[config.mk]
export PLATFORM = sky130hd
export DESIGN_NAME = modulo_convertidor_binario_bcd_secuencial
export DESIGN_NICKNAME = d
export VERILOG_FILES = /design/src/rtl/modulo_convertidor_binario_bcd_secuencial_pkg.sv /design/src/rtl/modulo_convertidor_binario_bcd_secuencial_ajuste.sv /design/src/rtl/modulo_convertidor_binario_bcd_secuencial.sv
export SDC_FILE = /design/constraint.sdc
export NUM_CORES = 1
export LEC_CHECK = 0
export BUFFER_PORTS_ARGS = -buffer_cell sky130_fd_sc_hd__buf_2
export CORE_MARGIN = 1.5
export CORE_UTILIZATION = 53
export CTS_BUF_LIST = sky130_fd_sc_hd__clkbuf_8
export DETAILED_ROUTE_END_ITERATION = 16
export PLACE_DENSITY = 0.85
export SYNTH_ARGS = -nofsm -noshare
export SYNTH_HDL_FRONTEND = slang
export SYNTH_HIERARCHICAL = 1
export SYNTH_SLANG_ARGS = --single-unit
[constraint.sdc]
create_clock -name reloj -period 1.6 [get_ports reloj]
set_input_delay 0.32 -clock reloj [delete_from_list [all_inputs] [get_ports reloj]]
set_output_delay 0.32 -clock reloj [all_outputs]
set_load 0.005 [all_outputs]
[src/rtl/modulo_convertidor_binario_bcd_secuencial_pkg.sv]
// Shared types and constants for the sequential binary-to-BCD converter.
package paquete_bcd;

  typedef enum logic [1:0] {
    LIBRE,
    DESPLAZAR,
    TERMINADO
  } tipo_estado_bcd;

  localparam int         ANCHO_DIGITO  = 4;
  localparam logic [3:0] UMBRAL_AJUSTE = 4'd5;
  localparam logic [3:0] SUMA_AJUSTE   = 4'd3;

  // Decimal digits needed for an ancho-bit magnitude: ceil(ancho * log10(2)).
  // log10(2) ~= 0.30103; the product is never an exact integer for ancho > 0,
  // so rounding up with integer arithmetic is exact for practical widths.
  function automatic int digitos_minimos(input int ancho);
    return (ancho * 30103 + 99999) / 100000;
  endfunction

endpackage

[src/rtl/modulo_convertidor_binario_bcd_secuencial_ajuste.sv]
// Double-dabble digit correction: a digit of 5 or more gets +3 before the shift.
module modulo_ajuste_digito
  import paquete_bcd::*;
(
  input  logic [ANCHO_DIGITO-1:0] digito_entrada,
  output logic [ANCHO_DIGITO-1:0] digito_salida
);

  // Add 3 so the following left shift carries correctly into the next decade.
  always_comb begin
    digito_salida = digito_entrada;
    if (digito_entrada >= UMBRAL_AJUSTE) begin
      digito_salida = digito_entrada + SUMA_AJUSTE;
    end
  end

endmodule

[src/rtl/modulo_convertidor_binario_bcd_secuencial.sv]
// Multi-cycle binary-to-BCD converter (double dabble), one operand bit per clock,
// valid/ready handshake on input and output.
// Optional feature macro: BCD_SIGNO_EN (two's complement operand, sign on salida_signo).
module modulo_convertidor_binario_bcd_secuencial
  import paquete_bcd::*;
#(
  parameter int ANCHO_ENTRADA = 8,
  parameter int DIGITOS       = 3
) (
  input  logic                            reloj,
  input  logic                            reset,
  input  logic                            entrada_valida,
  output logic                            entrada_lista,
  input  logic [ANCHO_ENTRADA-1:0]        entrada_binario,
  output logic                            salida_valida,
  input  logic                            salida_aceptada,
  output logic [ANCHO_DIGITO*DIGITOS-1:0] salida_bcd,
  output logic                            salida_signo
);

  localparam int ANCHO_BCD    = ANCHO_DIGITO * DIGITOS;
  localparam int ANCHO_CUENTA = $clog2(ANCHO_ENTRADA + 1);
  localparam logic [ANCHO_CUENTA-1:0] ULTIMA_CUENTA = ANCHO_CUENTA'(ANCHO_ENTRADA - 1);

  if (ANCHO_ENTRADA < 2) begin : g_chequeo_ancho
    $error("ANCHO_ENTRADA must be at least 2");
  end
  if (DIGITOS < digitos_minimos(ANCHO_ENTRADA)) begin : g_chequeo_digitos
    $error("DIGITOS too small to hold the largest converted value");
  end

  tipo_estado_bcd             estado_q, estado_d;
  logic [ANCHO_CUENTA-1:0]    cuenta_q, cuenta_d;
  logic [ANCHO_BCD-1:0]       acum_q, acum_d;
  logic [ANCHO_ENTRADA-1:0]   despl_q, despl_d;
  logic [ANCHO_BCD-1:0]       bcd_q, bcd_d;
  logic                       signo_captura_q, signo_captura_d;
  logic                       signo_q, signo_d;
  logic                       valida_q, valida_d;
  logic                       lista_q, lista_d;

  logic [ANCHO_BCD-1:0]               acum_ajustado;
  logic [ANCHO_BCD+ANCHO_ENTRADA-1:0] desplazado;
  logic [ANCHO_ENTRADA-1:0]           magnitud;
  logic                               signo_entrada;

  for (genvar g = 0; g < DIGITOS; g++) begin : g_ajuste
    modulo_ajuste_digito u_ajuste (
      .digito_entrada (acum_q[g*ANCHO_DIGITO +: ANCHO_DIGITO]),
      .digito_salida  (acum_ajustado[g*ANCHO_DIGITO +: ANCHO_DIGITO])
    );
  end

  // Operand seen as a magnitude plus sign; the most negative value maps to 2^(N-1).
  always_comb begin
`ifdef BCD_SIGNO_EN
    signo_entrada = entrada_binario[ANCHO_ENTRADA-1];
    magnitud      = signo_entrada ? (~entrada_binario + ANCHO_ENTRADA'(1)) : entrada_binario;
`else
    signo_entrada = 1'b0;
    magnitud      = entrada_binario;
`endif
  end

  // Next-state logic: capture, shift with digit correction, then hold the result.
  always_comb begin
    estado_d        = estado_q;
    cuenta_d        = cuenta_q;
    acum_d          = acum_q;
    despl_d         = despl_q;
    bcd_d           = bcd_q;
    signo_captura_d = signo_captura_q;
    signo_d         = signo_q;
    valida_d        = valida_q;
    lista_d         = lista_q;
    desplazado      = {acum_ajustado, despl_q} << 1;
    case (estado_q)
      LIBRE: begin
        if (entrada_valida && lista_q) begin
          despl_d         = magnitud;
          acum_d          = '0;
          cuenta_d        = '0;
          signo_captura_d = signo_entrada;
          lista_d         = 1'b0;
          estado_d        = DESPLAZAR;
        end
      end
      DESPLAZAR: begin
        acum_d   = desplazado[ANCHO_BCD+ANCHO_ENTRADA-1 -: ANCHO_BCD];
        despl_d  = desplazado[ANCHO_ENTRADA-1:0];
        cuenta_d = cuenta_q + ANCHO_CUENTA'(1);
        if (cuenta_q == ULTIMA_CUENTA) begin
          bcd_d    = desplazado[ANCHO_BCD+ANCHO_ENTRADA-1 -: ANCHO_BCD];
          signo_d  = signo_captura_q;
          valida_d = 1'b1;
          estado_d = TERMINADO;
        end
      end
      TERMINADO: begin
        if (salida_aceptada) begin
          valida_d = 1'b0;
          lista_d  = 1'b1;
          estado_d = LIBRE;
        end
      end
      default: begin
        estado_d = LIBRE;
        valida_d = 1'b0;
        lista_d  = 1'b1;
      end
    endcase
  end

  // State and registered handshake/result outputs; reset aborts any conversion.
  always_ff @(posedge reloj or posedge reset) begin
    if (reset) begin
      estado_q        <= LIBRE;
      cuenta_q        <= '0;
      acum_q          <= '0;
      despl_q         <= '0;
      bcd_q           <= '0;
      signo_captura_q <= 1'b0;
      signo_q         <= 1'b0;
      valida_q        <= 1'b0;
      lista_q         <= 1'b1;
    end else begin
      estado_q        <= estado_d;
      cuenta_q        <= cuenta_d;
      acum_q          <= acum_d;
      despl_q         <= despl_d;
      bcd_q           <= bcd_d;
      signo_captura_q <= signo_captura_d;
      signo_q         <= signo_d;
      valida_q        <= valida_d;
      lista_q         <= lista_d;
    end
  end

  assign entrada_lista = lista_q;
  assign salida_valida = valida_q;
  assign salida_bcd    = bcd_q;
  assign salida_signo  = signo_q;

endmodule

## After elaboration in Yosys (flattened, before gate mapping)

Index checks and enable logic that the tools add are counted.

- Bits of input ports: 12
- Register bits: 40
- Output and inout port bits: 15

- Add/sub/neg operators: 4
- Reductions and logical operators: 8
- Order comparisons: 3
- Bitwise gates (word level): 2
- Eq/ne operators: 6
- Mux-type cells: 19

Operators by type and width:

| kind | number |
|---|---|
| one-hot mux 12 bit (2 select lines) | 1 |
| one-hot mux 8 bit (2 select lines) | 1 |
| >= comparator 4 x 3 -> 1 bit (second input constant) | 3 |
| two-way mux 12 bit | 1 |
| two-way mux 4 bit | 3 |
| AND reduction 3 bit | 3 |
| adder 4 x 2 -> 4 bit (second input constant) | 2 |
| two-way mux 8 bit | 1 |
| one-hot mux 4 bit (2 select lines) | 1 |
| two-way mux 2 bit | 3 |
| != test 2 bit (second input constant) | 3 |
| one-hot mux 1 bit (3 select lines) | 2 |
| one-hot mux 2 bit (3 select lines) | 1 |
| adder 4 x 1 -> 4 bit (second input constant) | 1 |
| == test 4 x 3 -> 1 bit (second input constant) | 1 |
| two-way mux 1 bit | 4 |
| AND reduction 2 bit | 2 |
| adder 3 x 2 -> 3 bit (second input constant) | 1 |
| two-way mux 3 bit | 1 |
| == test 2 x 1 -> 1 bit (second input constant) | 1 |
| == test 2 bit (second input constant) | 1 |
| zero test 2 bit | 1 |
| NOT 1 bit | 2 |
| nonzero test 2 bit | 1 |
| logical AND 1 bit | 1 |

## Logic depth before layout (Yosys ltp)

- Depth after elaboration: 3
- Mapped depth: 6
- Gate-level depth less buffers: 6

## By module

The synthesis kept the hierarchy.

By module, submodules not included:

| module | times used | cells each | sequential area each (µm²) | area each (µm²) |
|---|---|---|---|---|
| modulo_convertidor_binario_bcd_secuencial | 1 | 125 | 1002.2 | 1636.6 |
| modulo_ajuste_digito | 3 | 16 | 0.0 | 101.3 |

## Worst setup path after synthesis

Ideal clock, no wire load.

- Kind: flip-flop to flip-flop
- Start: register estado_q[1]
- End: register bcd_q[0], in the netlist salida_bcd[0]
- Cell stages (with the launch flop): 6
- Period minus slack after synthesis: 1.578 ns
- Setup time: 0.127 ns
- Data required time: 1.473 ns
- Buffers on the path: 2
- Arrival time: 1.451 ns
- Setup slack: 0.022 ns
- Cells stage by stage: dfrtp_1 -> nand2b_1 -> buf_2 -> nor3_4 -> buf_6 -> mux2_1

- Cells in the longest elaborated chain, start to end: 2

RTL lines:

| what | line | text |
|---|---|---|
| start, declared | modulo_convertidor_binario_bcd_secuencial.sv:32 | `tipo_estado_bcd estado_q, estado_d;` |
| start signal, assigned | modulo_convertidor_binario_bcd_secuencial.sv:127 | `estado_q <= estado_d;` |
| == test 2 x 1 -> 1 bit | modulo_convertidor_binario_bcd_secuencial.sv:77 | `case (estado_q)` |
| AND reduction 2 bit (no line) | -- |  |
| end signal, assigned | modulo_convertidor_binario_bcd_secuencial.sv:121 | `bcd_q <= '0;` |
| end signal, assigned | modulo_convertidor_binario_bcd_secuencial.sv:131 | `bcd_q <= bcd_d;` |
| end, declared | modulo_convertidor_binario_bcd_secuencial.sv:36 | `logic [ANCHO_BCD-1:0] bcd_q, bcd_d;` |

No other way between the ends.
A chain may end at the register's enable or synchronous reset.

## Worst setup path after layout

- Start: register acum_q[4]
- End: register bcd_q[6], in the netlist salida_bcd[6]

- Cells in the longest elaborated chain, start to end: 2

RTL lines:

| what | line | text |
|---|---|---|
| start, declared | modulo_convertidor_binario_bcd_secuencial.sv:34 | `logic [ANCHO_BCD-1:0] acum_q, acum_d;` |
| start signal, assigned | modulo_convertidor_binario_bcd_secuencial.sv:129 | `acum_q <= acum_d;` |
| adder 4 x 2 -> 4 bit / >= comparator 4 x 3 -> 1 bit (equally long branches) | modulo_convertidor_binario_bcd_secuencial_ajuste.sv:13, modulo_convertidor_binario_bcd_secuencial_ajuste.sv:12 |  |
| two-way mux 4 bit (*) | modulo_convertidor_binario_bcd_secuencial_ajuste.sv:12 | `if (digito_entrada >= UMBRAL_AJUSTE) begin` |
| net acum_ajustado[5] | modulo_convertidor_binario_bcd_secuencial.sv:42 | `logic [ANCHO_BCD-1:0] acum_ajustado;` |

Mark *: on every way through the listed nets, which the timed path passes. The rest lies on a longest branch.

==> results.yml <==
outcome:
  status: "completed"
flow_run:
  cap_viol_max_count: 0
routing:
  dr.pass1.iters: 4
  vias: 1414
  wl_per_cell_um: 15.2
  drc: 0
  via_per_inst: 5.61
  drtIter0Drc: 46
  drt_wl_total_um: 3820
  ant_nets: 0
timing:
  period_share_pct: 99.0
  hold_viol: 0
  setup_ws_ns: 0.0163
  slew_viol_final: 0
  fmaxAchievable_mhz: 631
  setup_viol: 0
  tns_ns: 0
  min_period_ns: 1.58
  fin_skew_ns: 0.00729
die:
  rows: 21
  die_w_um: 63.2
  die_h_um: 63.2
  core_area_um2: 3420
  io_pins: 27
  die_area_um2: 3990
  initial_core_util_pct: 56.2
clocking:
  cts-hold-fix-buffers: 0
  cts_tree: "built"
  clk_latency_ns: 0.29
  clockBufferDepth: 2
  htreeDepth: 2
  cts_buffers: 5
  cts_root_buf: "clkbuf_8"
  clock_sinks: 40
  clkTransAtPathRegs_ns: 0.07
placement:
  dpl.hpwl_um: 2680
  io_buffers: 25
  gp_congestion: 0.792
  pre_cts_slack_ns: 0.0276
  dpl.cell_count: 241
global_route:
  grt_max_degree: 25
  track_usage_pct: 21.4
  grt_pass1_wl_um: 6550
  antenna_found_initial: 0
  grt_overflow_total: 0
  grt_pass1_vias: 1458
worst_hold_path:
  min_path_type: "input port to async pin"
final_layout:
  multiInputGateArea_um2: 863
  nFillCells: 266
  area_delta_synth_final_pct: 18.6
  fin_cells: 252
  drive_gt1_share_pct: 28.2
  finish.utilization_pct: 66.7
  seq_area_um2: 1000
  nets: 224
  diodes: 0
logic_synthesis:
  syn-instance-count: 169
  synth_nets: 188
  synth_warnings: 6
  syn_area_um2: 1920
  avgSynthCellArea_um2: 11.4
setup_path:
  required_ns: 1.78
  cp_data_arrival_time_ns: 1.76
  worstPathCellList: "inv_1, ha_2, nand2b_1, a21oi_2, mux2i_1, mux2_1"
  critPathLaunchType: "flop"
  critPathCaptureType: "flop"
  worstSetupPathType: "flop to flop"
  max_stage_delay_ns: 0.42
  slowest_stage: "dfrtp_1"
  cp_max_fo: 5
power:
  p_leak_nw: 1.23
  ir_drop_v: 0.000467
  power_mw: 1.72
  power_density_nw_per_um2: 756
cells in the final DEF (no fill, tap or decap), types with 2 or more instances in the layout:
cell	n
dfrtp_1	39
buf_2	25
o21ai_0	19
a22o_1	14
nand2_1	13
buf_4	12
mux2i_1	10
inv_1	9
mux2_1	8
nor2_1	7
ha_1	6
clkbuf_8	6
nand2b_1	5
mux2_2	4
a21oi_2	3
xnor2_1	3
nor2b_1	2
a21oi_1	2
a21o_1	2
o21ai_1	2
stage by stage:
stage                     cell area, um^2  hold WS, ns
final                                2280       0.0661
after global routing                 2280       0.0943
after CTS                            2230       0.0711
after detailed placement             2140        0.390
after global placement               2140        0.353
after floorplan                      1920        0.466
area by class of cell:
class                           instances  area share (%)
Timing Repair Buffer                   38            10.3
Inverter                                8            1.32
Clock buffer                            6            3.62
Clock inverter                          2           0.329
Tap cell                               46            2.53
Multi-Input combinational cell        112            37.9
Sequential cell                        40            44.0
sequential cells by signal, summed over array words and instances (netlist names):
| name | cells |
|---|---|
| salida_valida | 1 |
| acum_q | 12 |
| cuenta_q | 4 |
| salida_bcd | 12 |
| despl_q | 8 |
| estado_q | 2 |
| entrada_lista | 1 |
path summary, 6_finish.rpt:
kind | startpoint | end | slack (ns) | cells past startpoint
worst max-delay path | acum_q[4] | salida_bcd[6] | 0.02 | 6
worst min-delay path | reset | salida_bcd[6] | 0.07 | 3
worst max register to register | acum_q[4] | salida_bcd[6] | 0.02 | 6
worst min register to register | salida_valida | salida_valida | 0.48 | 1
max in group asynchronous | reset | entrada_lista | 1.18 | 3
min in group reloj | entrada_binario[4] | despl_q[4] | 0.32 | 3
per-layer routing:
layer	up-vias	share of wire [%]	GRT usage [%]
met2	21	54	38.6
met5	-	0	0
met3	6	3.0	4.82
li1	660	-	-
met4	0	1.5	8.97
met1	727	41	24.5
critical path: cells and delay by family, from the launching register on:
kind,cells,cell delay (ns)
compound gates,1,0.21
mux,2,0.42
flops,1,0.42
fa+ha+maj,1,0.21
simple gates,1,0.10
buf+inv,1,0.10
report_power, final:
group          leakage (nW)  internal [mW]  switching (mW)
logic                 0.627         0.0168          0.0294
clock network        0.0538          0.339           0.326
registers             0.550           1.01               0
total                  1.23           1.37           0.355
what timing repair did:
| item | in CTS | in global routing |
|---|---|---|
| endpoints found under the setup margin | 0 | 6 |
| hold endpoints to repair | 0 | 0 |
| buffers inserted | 0 | 3 |
| gates resized for setup | 0 | 5 |
No activity file was read; power rests on OpenSTA's default activity.
